$ cat src/rtl/dcache_ctrl_pkg.sv
// Shared geometry and FSM encoding for the data-cache miss controller.
// Values describe the 2-way, 1 KB, 16 B-block Dcache_SRAM this controller drives.
package dcache_ctrl_pkg;

    localparam int DBLOCK_SIZE          = 16;
    localparam int DBLOCK_SIZE_BITS     = 4;
    localparam int DSET_INDEX_SIZE      = 5;
    localparam int DTAG_SIZE            = 23;
    localparam int DCACHE_ASSOCIATIVITY = 2;

    localparam logic [2:0] S_IDLE   = 3'd0;
    localparam logic [2:0] S_LOOKUP = 3'd1;
    localparam logic [2:0] S_WB     = 3'd2;
    localparam logic [2:0] S_REFILL = 3'd3;
    localparam logic [2:0] S_FILL   = 3'd4;

endpackage

$ cat src/rtl/dcache_lane_align.sv
// Combinational lane steering between a 32-bit CPU word and a 128-bit cache block.
// Zero latency; no flow control.
module dcache_lane_align (
    input  logic [127:0] block,
    input  logic [1:0]   word_sel,
    input  logic [3:0]   be,
    input  logic [31:0]  wdata,
    output logic [31:0]  word,
    output logic [15:0]  mask,
    output logic [127:0] wdata_rep
);

    assign word      = block[{word_sel, 5'b0} +: 32];
    assign mask      = {12'b0, be} << {word_sel, 2'b00};
    assign wdata_rep = {4{wdata}};

endmodule

$ cat src/rtl/dcache_ctrl.sv
// Miss-handling controller for the 2-way data-cache SRAM: hit, dirty writeback, refill, replay.
// Hit acks 1 cycle after acceptance; cpu_ready low while busy; mem_req held until mem_ack.
module dcache_ctrl
    import dcache_ctrl_pkg::*;
#(
    parameter int ADDR_W   = 32,
    parameter int OFFSET_W = DBLOCK_SIZE_BITS,
    parameter int INDEX_W  = DSET_INDEX_SIZE,
    parameter int BLOCK_W  = 128,
    parameter int TAG_W    = ADDR_W - INDEX_W - OFFSET_W
) (
    input  logic                       clk,
    input  logic                       rst,
    input  logic                       cpu_req,
    input  logic                       cpu_wen,
    input  logic [ADDR_W-1:0]          cpu_addr,
    input  logic [3:0]                 cpu_be,
    input  logic [31:0]                cpu_wdata,
    output logic                       cpu_ready,
    output logic                       cpu_ack,
    output logic [31:0]                cpu_rdata,
    output logic                       sram_en,
    output logic                       sram_wen,
    output logic                       sram_memWen,
    output logic [15:0]                sram_bytes,
    output logic [ADDR_W-OFFSET_W-1:0] sram_blockAddr,
    output logic [BLOCK_W-1:0]         sram_dataIn,
    input  logic                       sram_hit,
    input  logic                       sram_dirty,
    input  logic [BLOCK_W-1:0]         sram_dataOut,
    input  logic [TAG_W-1:0]           sram_victTag,
    input  logic [BLOCK_W-1:0]         sram_victData,
    output logic                       mem_req,
    output logic                       mem_we,
    output logic [ADDR_W-1:0]          mem_addr,
    output logic [BLOCK_W-1:0]         mem_wdata,
    input  logic                       mem_ack,
    input  logic [BLOCK_W-1:0]         mem_rdata
);

    logic [2:0]                 state, state_nxt;
    logic [ADDR_W-OFFSET_W-1:0] req_blk;
    logic [1:0]                 req_word;
    logic                       req_wen;
    logic [3:0]                 req_be;
    logic [31:0]                req_wdata;
    logic [TAG_W-1:0]           vict_tag;
    logic [BLOCK_W-1:0]         vict_data;
    logic [BLOCK_W-1:0]         fill_data;

    logic [31:0]                lane_word;
    logic [15:0]                lane_mask;
    logic [BLOCK_W-1:0]         lane_rep;

    dcache_lane_align u_lane (
        .block     (sram_dataOut),
        .word_sel  (req_word),
        .be        (req_be),
        .wdata     (req_wdata),
        .word      (lane_word),
        .mask      (lane_mask),
        .wdata_rep (lane_rep)
    );

    always_ff @(posedge clk or negedge rst) begin
        if (!rst) begin
            state     <= S_IDLE;
            req_blk   <= '0;
            req_word  <= '0;
            req_wen   <= 1'b0;
            req_be    <= '0;
            req_wdata <= '0;
            vict_tag  <= '0;
            vict_data <= '0;
            fill_data <= '0;
        end else begin
            state <= state_nxt;
            case (state)
                S_IDLE: if (cpu_req) begin
                    req_blk   <= cpu_addr[ADDR_W-1:OFFSET_W];
                    req_word  <= cpu_addr[3:2];
                    req_wen   <= cpu_wen;
                    req_be    <= cpu_be;
                    req_wdata <= cpu_wdata;
                end
                // Victim is captured on the miss so WB is independent of later SRAM outputs.
                S_LOOKUP: if (!sram_hit) begin
                    vict_tag  <= sram_victTag;
                    vict_data <= sram_victData;
                end
                S_REFILL: if (mem_ack) fill_data <= mem_rdata;
                default: ;
            endcase
        end
    end

    always_comb begin
        state_nxt      = state;
        cpu_ready      = 1'b0;
        cpu_ack        = 1'b0;
        cpu_rdata      = '0;
        sram_en        = 1'b0;
        sram_wen       = 1'b0;
        sram_memWen    = 1'b0;
        sram_bytes     = '0;
        sram_blockAddr = '0;
        sram_dataIn    = '0;
        mem_req        = 1'b0;
        mem_we         = 1'b0;
        mem_addr       = '0;
        mem_wdata      = '0;
        case (state)
            S_IDLE: begin
                cpu_ready = 1'b1;
                if (cpu_req) state_nxt = S_LOOKUP;
            end
            S_LOOKUP: begin
                sram_en        = 1'b1;
                sram_blockAddr = req_blk;
                if (sram_hit) begin
                    cpu_ack   = 1'b1;
                    state_nxt = S_IDLE;
                    if (req_wen) begin
                        sram_wen    = 1'b1;
                        sram_bytes  = lane_mask;
                        sram_dataIn = lane_rep;
                    end else begin
                        cpu_rdata = lane_word;
                    end
                end else begin
                    state_nxt = sram_dirty ? S_WB : S_REFILL;
                end
            end
            S_WB: begin
                mem_req   = 1'b1;
                mem_we    = 1'b1;
                mem_addr  = {vict_tag, req_blk[INDEX_W-1:0], {OFFSET_W{1'b0}}};
                mem_wdata = vict_data;
                if (mem_ack) state_nxt = S_REFILL;
            end
            S_REFILL: begin
                mem_req  = 1'b1;
                mem_addr = {req_blk, {OFFSET_W{1'b0}}};
                if (mem_ack) state_nxt = S_FILL;
            end
            S_FILL: begin
                sram_en        = 1'b1;
                sram_wen       = 1'b1;
                sram_memWen    = 1'b1;
                sram_blockAddr = req_blk;
                sram_dataIn    = fill_data;
                sram_bytes     = '1;
                state_nxt      = S_LOOKUP;
            end
            default: state_nxt = S_IDLE;
        endcase
    end

endmodule

$ cat config.mk
export PLATFORM = sky130hd
export DESIGN_NAME = dcache_ctrl
export DESIGN_NICKNAME = d
export VERILOG_FILES = /design/src/rtl/dcache_ctrl_pkg.sv /design/src/rtl/dcache_lane_align.sv /design/src/rtl/dcache_ctrl.sv
export SDC_FILE = /design/constraint.sdc
export NUM_CORES = 1
export LEC_CHECK = 0
export ABC_AREA = 1
export BUFFER_PORTS_ARGS = -buffer_cell sky130_fd_sc_hd__buf_2
export CELL_PAD_IN_SITES_DETAIL_PLACEMENT = 0
export CELL_PAD_IN_SITES_GLOBAL_PLACEMENT = 1
export CORE_AREA = 5 5 327 329
export CTS_BUF_LIST = sky130_fd_sc_hd__clkbuf_16
export DETAILED_ROUTE_END_ITERATION = 8
export DIE_AREA = 0 0 332 334
export PLACE_DENSITY = 0.6
export SYNTH_ARGS = -nofsm -noshare
export SYNTH_HDL_FRONTEND = slang
export SYNTH_SLANG_ARGS = --single-unit
$ cat constraint.sdc
create_clock -name clk -period 1.5 [get_ports clk]
set_input_delay 0.3 -clock clk [delete_from_list [all_inputs] [get_ports clk]]
set_output_delay 0.3 -clock clk [all_outputs]
set_load 0.005 [all_outputs]
Word level (Yosys, flattened, before mapping)
Cells that the tools add are included.

storage, ports and cells
  bits in registers = 349
  input bits = 482
  output and inout port bits = 371
  word-level logic and storage cells = 54

operators by class
  eq/ne operators = 7
  shifts and indexed selects = 2
  mux-type cells = 28
  bitwise gates (word level) = 1
  reductions and logical operators = 7

operators by type and width
  kind                count
  $mux 128            3
  $pmux 128 s2        1
  $shiftx 128x8->32   1
  $mux 32             3
  $pmux 32 s2         1
  $mux 16             2
  $pmux 16 s2         1
  $mux 28             1
  $shl 4x4->16        1
  $pmux 3 s5          1
  $mux 1              10
  $mux 3              3
  $eq 3x2->1 const B  2
  $ne 2x2->1 const B  3
  $reduce_and 2->1    3
  $reduce_or 2->1     2
  $eq 3x1->1 const B  1
  $eq 3x3->1 const B  1
  $logic_not 3->1     1
  $reduce_and 3->1    1
  $mux 2              1
  $pmux 1 s2          1
  $not 1->1           1

Depth between registers and ports, before layout
Gate-level depths: netlist of the first run.

  depth in word-level cells = 4
  gate-level depth with buffers = 10
  depth with buffers taken out = 8

By module
A second synthesis of the first run with hierarchy kept.

unflattened totals
  cells, all modules = 2692
  area total of the unflattened synthesis = 19421.1 um^2

modules (own cells, without submodules)
  module             instances  cells each  area each (um^2)
  dcache_ctrl        1          2166        16736.1
  dcache_lane_align  1          526         2685.1

Worst setup path after synthesis of the first run
No wires, ideal clock.

  path kind = reg-to-output
  start = register state[2]
  end = output port sram_bytes[11]
  data arrival time = 1.316 ns
  required time = 1.200 ns
  setup slack = -0.116 ns
  cell stages (with the launch flop) = 7
  path buffers = 1
  cell sequence = dfrtp_1 -> nor2_4 -> nand2_1 -> nor2_2 -> inv_2 -> clkbuf_1 -> o21ai_0

between the ends
  word-level cells in the longest chain between the ends = 2

RTL lines
  element                                          line                RTL
  start: declaration                               dcache_ctrl.sv:41   logic [2:0] state, state_nxt;
  start signal: assignment                         dcache_ctrl.sv:77   state <= state_nxt;
  $eq 3x3->1 / $eq 3x1->1 (equally long branches)  dcache_ctrl.sv:112  case (state)
  $pmux 16 s2 (*)                                  dcache_ctrl.sv:112
  end: declaration                                 dcache_ctrl.sv:25   output logic [15:0] sram_bytes,

Every way passes the cells marked *; elsewhere a longest branch is shown, timed or not.

Final worst setup path of the first run
  start = register state[2]
  end = output port mem_addr[9]

between the ends
  word-level cells in the longest chain between the ends = 2

RTL lines
  element           line                RTL
  $eq 3x2->1        dcache_ctrl.sv:112
  $pmux 32 s2 (*)   dcache_ctrl.sv:112
  end: declaration  dcache_ctrl.sv:35   output logic [ADDR_W-1:0] mem_addr,

Marks and branches as above.

==> run_results.csv, run 1 <==
group,metric,value,unit
drt,post_drt_wl_per_cell,17.9,um
drt,dr.pass1.iters,5,
synthesis,dominantRegCellSynth,"dfrtp_1",
grt,grt_pass1_wl,134,mm
sta,slew_viol_final,0,
floorplanning,rows,118,
critical_path,required,1200,ps
layout,final_common_cell,"nand2_1",
grt,overflow,0,
floorplanning,start_util,0.164,
critical_path,cp_slowest_cell,"dfrtp_2",
sta,hold_ws,49.8,ps
synthesis,muxShareOfSynthArea,0,
power,ir_drop,773,uV
sta,hold_viol,0,
synthesis,yosys.area_share.simple,0.310,
sta,finalCritPeriodShare,1.60,
synthesis,synth_edf_count,0,
sta,setup_ws,-903,ps
synthesis,syn_inst,2344,
floorplanning,die_w,332,um
drt,drc,0,
critical_path,crit_type,"reg -> out",
critical_path,worst-path-max-fanout,9,
critical_path,cp-end-kind,"output port",
cts,cts.path.max_buffers,3,
drt,vias_per_cell,3.98,
drt,postRouteAntennaNets,0,
sta,max_freq,416,MHz
layout,layout_common_cells,"856 x nand2_1, 766 x buf_2, 346 x dfrtp_1, 338 x dlygate4sd3_1, 195 x inv_1",
synthesis,synth_warnings,0,
floorplanning,dieArea,111000,um^2
critical_path,cp-start-kind,"register",
cts,cts_inserted_buffers,44,
hold_path,worstHoldPathType,"in -> reg",
floorplanning,coreArea,103000,um^2
synthesis,synthXorXnorAreaFrac,0,
status,violations,"setup timing",
place,io_buffers,846,
critical_path,cpPeakStageDelay,430,ps
synthesis,synth_compound_area_frac,0.0865,
synthesis,ys_seq_area_frac,0.518,
sta,setup_violations,713,
synthesis,async_reset_ff_frac,1.00,
synthesis,synth_area,16900,um^2
synthesis,synth-seq-cells,349,
critical_path,crit_buf_inv,4,
drt,wl,91.6,mm
synthesis,synthAdderAreaFrac,0,
drt,initialDrtViolationCount,1111,
drt,via_count,20300,
sta,finClkSkew,16.9,ps
synthesis,syn_area_per_cell,7.20,um^2
cts,path_clk_slew,60,ps
cts,htreeDepth,2,
grt,antenna_found_initial,5,
layout,drive_gt1_frac,0.401,
layout,utilization,0.317,
critical_path,cp_cell_sequence,"buf_4, nor2_4, nand2_8, buf_12, bufbuf_16, o22ai_2, buf_2",
layout,final_nets,4176,
cts,insertion_delay,570,ps
synthesis,synth_cell_types,20,
critical_path,crit_arrival,2100,ps
place,gp_congestion,0.912,
run,cap_violations,0,
sta,finalCriticalPeriod,2400,ps
cts,clock_sinks,349,
status,outcome,"complete, but fails checks",
grt,grt_usage,0.155,
grt,grt_start_max_net_pins,64,
power,power.density,1640,nW/um^2
cts,cts_tree,"yes",
power,p_leak,17.2,nW
critical_path,critical-path-top-delay-family,"buffers and inverters",
place,dp_hpwl,67.2,mm
synthesis,synth_top_family_by_area,"simple AND/OR/NAND/NOR gates",
sta,rsz0062_at_grt,"yes",
cts,clock-root-buffer,"clkbuf_16",
floorplanning,die_y,334,um
grt,grt_pass1_vias,21000,
layout,syn_to_final_growth,94.0,%
floorplanning,pin_count,853,
registers in the layout, summed over array words and instances (netlist names):
| register | flops |
|---|---|
| vict_data | 128 |
| req_wdata | 32 |
| vict_tag | 23 |
| req_be | 4 |
| req_wen | 1 |
| fill_data | 128 |
| req_blk | 28 |
| state | 3 |
| req_word | 2 |
worst reg2reg max path, delay by kind of cell (launching register included):
| kind | cells | cell delay (ps) |
|---|---|---|
| buf+inv | 6 | 780 |
| simple gates | 4 | 490 |
| flops | 1 | 410 |
metrics by stage:
| stage | setup slack (ps) | instance area (um^2) | cells | total power (W) | TNS (ps) |
|---|---|---|---|---|---|
| final | -903 | 32700 | 5110 | 0.0538 | -337810 |
| after global routing | -1020 | 32700 | 5109 | 0.0576 | -421010 |
| after CTS | -966 | 31400 | 5087 | 0.0517 | -367990 |
| after detailed placement | -483 | 24200 | 4628 | 0.0351 | -110740 |
| after global placement | -473 | 24200 | 4628 | 0.0349 | -105960 |
| after floorplan | -14.4 | 16900 | 2347 | 0.0252 | -1490 |
final cells by class:
cell class                      count  area [um^2]
Fill cell                       11100        70500
Timing Repair Buffer             1454        11600
Sequential cell                   349         8740
Multi-Input combinational cell   1648         8460
Tap cell                         1380         1730
Clock buffer                       45         1130
Inverter                          197          795
Clock inverter                     34          283
Antenna cell                        3         7.51
synth_stat cells (3+ instances only):
cell,n,area share
nand3_1,86,0.026
o22ai_1,23,0.0085
clkbuf_1,49,0.011
buf_2,89,0.026
nor2_2,3,0.0011
o21ai_0,222,0.066
nor2_1,292,0.065
a21oi_1,32,0.0095
inv_2,8,0.0018
buf_1,9,0.0020
buf_4,6,0.0027
dfrtp_1,349,0.52
inv_1,189,0.042
nand2_1,973,0.22
o21ai_1,9,0.0027
path summary, 6_finish.rpt:
kind                                          from                         end  slack, ps  cells past startpoint
min in group asynchronous                      rst   fill_data[35]$_DFFE_PN0P_        210                      2
hold / removal                     sram_victTag[1]     vict_tag[1]$_DFFE_PN0P_         50                      3
setup reg to reg              state[0]$_DFFE_PN0P_   req_wdata[16]$_DFFE_PN0P_       -270                     10
hold reg to reg            req_blk[16]$_DFFE_PN0P_     req_blk[16]$_DFFE_PN0P_        470                      2
max in group asynchronous                      rst  fill_data[115]$_DFFE_PN0P_        560                      3
setup / recovery              state[2]$_DFFE_PN0P_                 mem_addr[9]       -900                      7
cells by family after synthesis:
group / count (synthesis)
and+or+nand+nor: 1358
buffers and inverters: 350
DFF: 349
AOI/OAI and AO/OA: 286
other: 1
per-layer routing:
layer | GRT usage | wire, um
met1 | 0.204 | 40100
met2 | 0.253 | 42600
met3 | 0.0381 | 6000
met5 | 0 | 13
met4 | 0.0472 | 2840
report_power, final:
| part | total (W) | switching [W] | internal, W | leakage [nW] |
|---|---|---|---|---|
| logic | 0.0269 | 0.0147 | 0.0122 | 12.2 |
| registers | 0.0163 | 0.00243 | 0.0138 | 4.34 |
| clock network | 0.0106 | 0.00437 | 0.00627 | 0.721 |
timing repair:
item / CTS / global route
resized for setup: 414 / 289
buffers inserted: 23 / 13
pin swaps: 29 / 41
setup endpoints to repair: 709 / 715
hold endpoints to repair: 543 / 0
hold buffers: 338 / 0
gates cloned: 21 / 11
(Power assumes the default switching activity.)
==> run 2: changes to the inputs <==
ABC_AREA = default   (was 1)
CORE_AREA = 5 5 326 328   (was 5 5 327 329)
DIE_AREA = 0 0 331 333   (was 0 0 332 334)
PLACE_DENSITY = 0.57   (was 0.6)
==> run_results.csv, run 2 <==
group,metric,value,unit
sta,finClkSkew,14.5,ps
layout,syn_to_final_growth,74.2,%
cts,cts_inserted_buffers,45,
floorplanning,die_w,331,um
synthesis,yosysTopAreaCell,"dfrtp_1",
layout,drive_gt1_frac,0.572,
sta,slew_viol_final,0,
synthesis,async_reset_ff_frac,1.00,
place,dp.cells,3500,
sta,rsz0062_at_grt,"yes",
critical_path,cp-endpoint,"sram_dataIn[104]",
synthesis,synth_area_leaders,"dfrtp_1 51%, mux2_2 23%, a22o_1 6.6%, and2_1 6.0%, mux4_2 4.2%",
sta,hold_viol,0,
critical_path,cp-start-kind,"register",
floorplanning,pin_count,853,
synthesis,synth_cell_types,32,
synthesis,synth_compound_area_frac,0.0717,
critical_path,cp-end-kind,"output port",
critical_path,cpPeakStageDelay,410,ps
synthesis,yosys-top-cells-count,"349 x dfrtp_1, 346 x mux2_2, 162 x and2_1",
critical_path,reg2regPathDepth,7,
critical_path,required,1200,ps
synthesis,synth_area,17000,um^2
power,ir_drop,909,uV
power,p_leak,14.3,nW
drt,vias_per_cell,3.99,
floorplanning,die_y,333,um
grt,overflow,0,
drt,dr_wl_met2,45.6,mm
place,io_buffers,846,
grt,grt_start_max_net_pins,56,
cts,cts.path.max_buffers,3,
critical_path,cp_slowest_cell,"dfrtp_1",
grt,grt_usage,0.151,
hold_path,worstHoldPathType,"in -> reg",
drt,via_count,15800,
grt,grt_pass1_vias,17300,
synthesis,synthXorXnorAreaFrac,0.00103,
critical_path,cp_cell_sequence,"nor4bb_4, and2_4, buf_12, buf_12, a22o_1, buf_2",
drt,wl_met3,5.78,mm
critical_path,r2r-end,"vict_tag[22]$_DFFE_PN0P_",
floorplanning,dieArea,110000,um^2
synthesis,synthAdderAreaFrac,0,
power,power.density,1760,nW/um^2
synthesis,synth_top_family_by_area,"multiplexers",
status,violations,"setup timing",
critical_path,critical-path-top-delay-family,"simple AND/OR/NAND/NOR gates",
critical_path,cpMostUsedCell,"buf_12",
layout,final_nets,3022,
layout,fillers,10800,
cts,path_clk_slew,50,ps
place,gp_congestion,0.861,
cts,clock-root-buffer,"clkbuf_16",
layout,multiInputGateArea,7970,um^2
synthesis,syn_area_per_cell,13.6,um^2
sta,setup_ws,-1070,ps
sta,max_freq,389,MHz
critical_path,cp.depth,6,
synthesis,dominantRegCellSynth,"dfrtp_1",
cts,cts_tree,"yes",
critical_path,worst-r2r-setup-slack,-610,ps
floorplanning,coreArea,103000,um^2
drt,highest_layer,"met5",
critical_path,crit_type,"reg -> out",
cts,clock_sinks,349,
synthesis,synth_warnings,0,
layout,ff_latch_area,8740,um^2
sta,finalCritPeriodShare,1.72,
critical_path,crit_buf_inv,3,
power,design_power_total,0.0521,W
layout,post_layout_nonfiller_instances,3962,
drt,post_drt_wl_per_cell,22.4,um
layout,layout_common_cells,"835 x buf_2, 346 x dfrtp_1, 345 x dlygate4sd3_1, 267 x mux2_2, 147 x and2_1",
critical_path,rr_startpoint,"state[2]$_DFFE_PN0P_",
layout,final_common_cell,"buf_2",
synthesis,synth_edf_count,0,
sta,hold_ws,46.3,ps
run,cap_violations,0,
status,outcome,"complete, but fails checks",
synthesis,synth-seq-cells,349,
drt,dr.pass1.iters,5,
cts,htreeDepth,2,
synthesis,muxShareOfSynthArea,0.285,
cts,insertion_delay,580,ps
grt,grt_pass1_wl,123,mm
synthesis,yosys.area_share.simple,0.0851,
critical_path,worst-path-max-fanout,22,
grt,antenna_found_initial,37,
drt,initialDrtViolationCount,664,
synthesis,synth_top_area_share,0.513,
floorplanning,start_util,0.166,
drt,postRouteAntennaNets,0,
drt,drt-met1-wl,34.4,mm
drt,drc,0,
drt,wl,88.7,mm
floorplanning,rows,118,
sta,setup_violations,714,
synthesis,yosysMostFrequentCell,"dfrtp_1",
synthesis,ys_seq_area_frac,0.513,
layout,top_regs,"fill_data: 128 flops, vict_data: 128 flops, req_wdata: 32 flops",
critical_path,crit_start,"state[1]$_DFFE_PN0P_",
sta,finalCriticalPeriod,2570,ps
synthesis,syn_inst,1253,
critical_path,crit_arrival,2270,ps
place,dp_hpwl,69.0,mm
==> run 2: changes by cell type after synthesis, moves of 62 or more <==
| cell | delta |
|---|---|
| a22o_1 | +128 |
| and2_1 | +162 |
| buf_2 | -62 |
| inv_1 | -186 |
| mux2_2 | +346 |
| nand2_1 | -970 |
| nand3_1 | -82 |
| nor2_1 | -264 |
| o21ai_0 | -206 |
==> run 2: stage by stage <==
step	util	instance area (um^2)	setup WS, ps	TNS (ps)
floorplan	-	17600	-280	-84280
global placement	0.233	24000	-712	-258650
detailed placement	0.233	24000	-755	-271250
CTS	0.286	29400	-1150	-508430
global route	0.288	29700	-1190	-570670
finish	0.288	29700	-1070	-490750
==> run 2: per-layer routing <==
layer | track usage | vias up
li1 | - | 7109
met1 | 0.177 | 7861
met2 | 0.279 | 667
met3 | 0.0313 | 172
met4 | 0.0434 | 12
met5 | 0 | -
==> run 2: layout make-up <==
cell class	instances	area share
timing repair buffer	1346	0.329
sequential	349	0.294
multi-input combinational	795	0.269
tap	1380	0.0582
clock buffer	47	0.0396
clock inverter	36	0.00881
inverter	3	0.000801
antenna	6	0.000506
==> run 2: worst min-delay path by stage <==
| stage | startpoint | end | slack (ps) | depth (start not counted) |
|---|---|---|---|---|
| floorplan | rst | fill_data[0]$_DFFE_PN0P_ | 4 | 0 |
| global placement | rst | fill_data[39]$_DFFE_PN0P_ | 150 | 1 |
| detailed placement | rst | fill_data[39]$_DFFE_PN0P_ | 150 | 1 |
| CTS | sram_victTag[20] | vict_tag[20]$_DFFE_PN0P_ | 30 | 2 |
| global route | sram_victTag[20] | vict_tag[20]$_DFFE_PN0P_ | 40 | 2 |
| finish | sram_victTag[20] | vict_tag[20]$_DFFE_PN0P_ | 50 | 2 |
==> run 2: logic make-up (layout without fill, tap and decap cells) <==
group                     Yosys count  in the layout
AOI/OAI and AO/OA                 147            147
xor gates and xnor gates            2              2
buffers and inverters             112           1432
DFF                               349            349
muxes                             401            401
other                               1             10
and+or+nand+nor                   241            241
==> run 2: timing repair <==
action,in CTS,in global routing
setup buffers,11,8
setup endpoints to repair,714,714
hold endpoints to repair,631,0
cloned,6,5
gates resized for setup,60,28
pin swaps,15,3
hold buffers,345,0
==> run 2: power by group <==
group	total, W	internal, W	switching, W
Sequential	0.0184	0.0143	0.00412
Combinational	0.0230	0.0138	0.00918
Clock	0.0107	0.00632	0.00443
==> run 3: changes to the inputs <==
==> constraint.sdc (replaced) <==
create_clock -name clk -period 1.5 [get_ports clk]
set_input_delay 0.075 -clock clk [delete_from_list [all_inputs] [get_ports clk]]
set_output_delay 0.075 -clock clk [all_outputs]
set_load 0.005 [all_outputs]
==> run_results.csv, run 3 (synthesis results as in run 2) <==
group,metric,value,unit
status,outcome,"complete, but fails checks",
status,violations,"setup timing",
layout,top_regs,"fill_data: 128 flops, vict_data: 128 flops, req_wdata: 32 flops",
power,p_leak,14.0,nW
hold_path,worstHoldPathType,"in -> async",
drt,initialDrtViolationCount,569,
sta,finalCriticalPeriod,2370,ps
grt,grt_pass1_wl,118,mm
layout,final_common_cell,"buf_2",
sta,hold_ws,142,ps
floorplanning,pin_count,853,
cts,cts.path.max_buffers,3,
critical_path,required,1420,ps
floorplanning,die_y,333,um
layout,syn_to_final_growth,72.0,%
power,power.density,1700,nW/um^2
critical_path,cp-end-kind,"output port",
place,io_buffers,846,
floorplanning,die_w,331,um
grt,antenna_found_initial,22,
floorplanning,coreArea,103000,um^2
layout,layout_common_cells,"830 x buf_2, 352 x dlygate4sd3_1, 347 x dfrtp_1, 335 x mux2_2, 158 x and2_1",
place,dp_hpwl,66.4,mm
grt,grt_usage,0.145,
drt,via_count,15700,
grt,met1_usage,0.167,
grt,grt_start_max_net_pins,84,
drt,drc,0,
sta,slew_headroom,0.388,
layout,drive_gt1_frac,0.573,
cts,htreeDepth,2,
drt,vias_per_cell,3.95,
grt,grt_pass1_vias,17400,
drt,dr.pass1.iters,5,
floorplanning,start_util,0.166,
critical_path,crit_buf_inv,4,
grt,grt_use_met2,0.259,
cts,clock_sinks,349,
critical_path,crit_type,"reg -> out",
cts,clock-root-buffer,"clkbuf_16",
critical_path,cp_slowest_cell,"dfrtp_1",
sta,max_freq,422,MHz
sta,rsz0062_at_grt,"yes",
critical_path,cpPeakStageDelay,410,ps
layout,final_nets,3024,
sta,tightest_slew,914,ps
critical_path,crit_arrival,2290,ps
sta,setup-tns-final,-381700,ps
critical_path,worst-path-max-fanout,12,
critical_path,critical-path-top-delay-family,"buffers and inverters",
sta,setup_violations,714,
drt,wl,86.0,mm
layout,fillers,10900,
cts,cts_tree,"yes",
cts,insertion_delay,580,ps
cts,path_clk_slew,60,ps
floorplanning,dieArea,110000,um^2
sta,setup_ws,-868,ps
drt,postRouteAntennaNets,0,
sta,finClkSkew,13.9,ps
sta,finalCritPeriodShare,1.58,
grt,globalRouteMet3Util,0.0318,
drt,post_drt_wl_per_cell,21.7,um
critical_path,cp-start-kind,"register",
cts,cts_inserted_buffers,45,
floorplanning,rows,118,
power,ir_drop,1210,uV
sta,hold_viol,0,
critical_path,cp_cell_sequence,"nor4bb_2, buf_4, and2_4, buf_12, buf_6, a22o_1, buf_2",
grt,overflow,0,
sta,slew_viol_final,0,
run,cap_violations,0,
grt,busiest_layer,"met2",
place,gp_congestion,0.847,
run 3: worst paths after layout:
path / from / endpoint / slack, ps / depth (start not counted)
max in group asynchronous: rst / vict_data[63]$_DFFE_PN0P_ / 0 / 3
hold reg to reg: vict_data[118]$_DFFE_PN0P_ / vict_data[118]$_DFFE_PN0P_ / 500 / 1
setup / recovery: state[2]$_DFFE_PN0P_ / sram_dataIn[64] / -870 / 7
hold / removal: rst / fill_data[40]$_DFFE_PN0P_ / 140 / 3
setup reg to reg: state[2]$_DFFE_PN0P_ / vict_data[45]$_DFFE_PN0P_ / -440 / 6
min in group clk: sram_hit / state[0]$_DFFE_PN0P_ / 210 / 7
run 3: worst reg2reg max path: cells and delay by family, from the launching register on:
family | cells | cell delay [ps]
simple gates | 1 | 260
flops | 1 | 410
buf+inv | 4 | 770
mux | 1 | 370
run 3: layer usage:
metal / vias up / routed length (um)
met5: - / 60
met4: 8 / 3870
met3: 159 / 5400
met2: 622 / 43000
met1: 7784 / 33700
li1: 7099 / -
run 3: stage by stage:
step / instance area [um^2] / setup WS [ps] / util / cells / power (W)
floorplan: 17200 / -133 / - / 1256 / 0.0283
global placement: 23700 / -353 / 0.230 / 3505 / 0.0378
detailed placement: 23700 / -361 / 0.230 / 3505 / 0.0379
CTS: 28800 / -938 / 0.279 / 3942 / 0.0496
global route: 29300 / -999 / 0.285 / 3961 / 0.0528
finish: 29300 / -868 / 0.285 / 3964 / 0.0497
run 3: final cells by class:
| class | count | area [um^2] | area share |
|---|---|---|---|
| Antenna cell | 10 | 25.0 | 0.000854 |
| Clock buffer | 45 | 1130 | 0.0384 |
| Clock inverter | 34 | 209 | 0.00713 |
| Inverter | 3 | 16.3 | 0.000555 |
| Multi-Input combinational cell | 795 | 7850 | 0.268 |
| Sequential cell | 349 | 8740 | 0.298 |
| Tap cell | 1380 | 1730 | 0.0589 |
| Timing Repair Buffer | 1348 | 9600 | 0.328 |
run 3: repair_timing:
action | 4_1_cts | 5_1_grt
resized for setup | 30 | 82
setup endpoints to repair | 714 | 728
setup buffers | 5 | 8
hold buffers | 352 | 0
pin swaps | 1 | 9
cloned | 1 | 8
endpoints found under the hold margin | 681 | 0
run 3: where the power goes:
part           internal [W]  total [W]  switching, W
registers            0.0143     0.0182       0.00392
clock network       0.00577     0.0102       0.00440
logic                0.0124     0.0214       0.00897
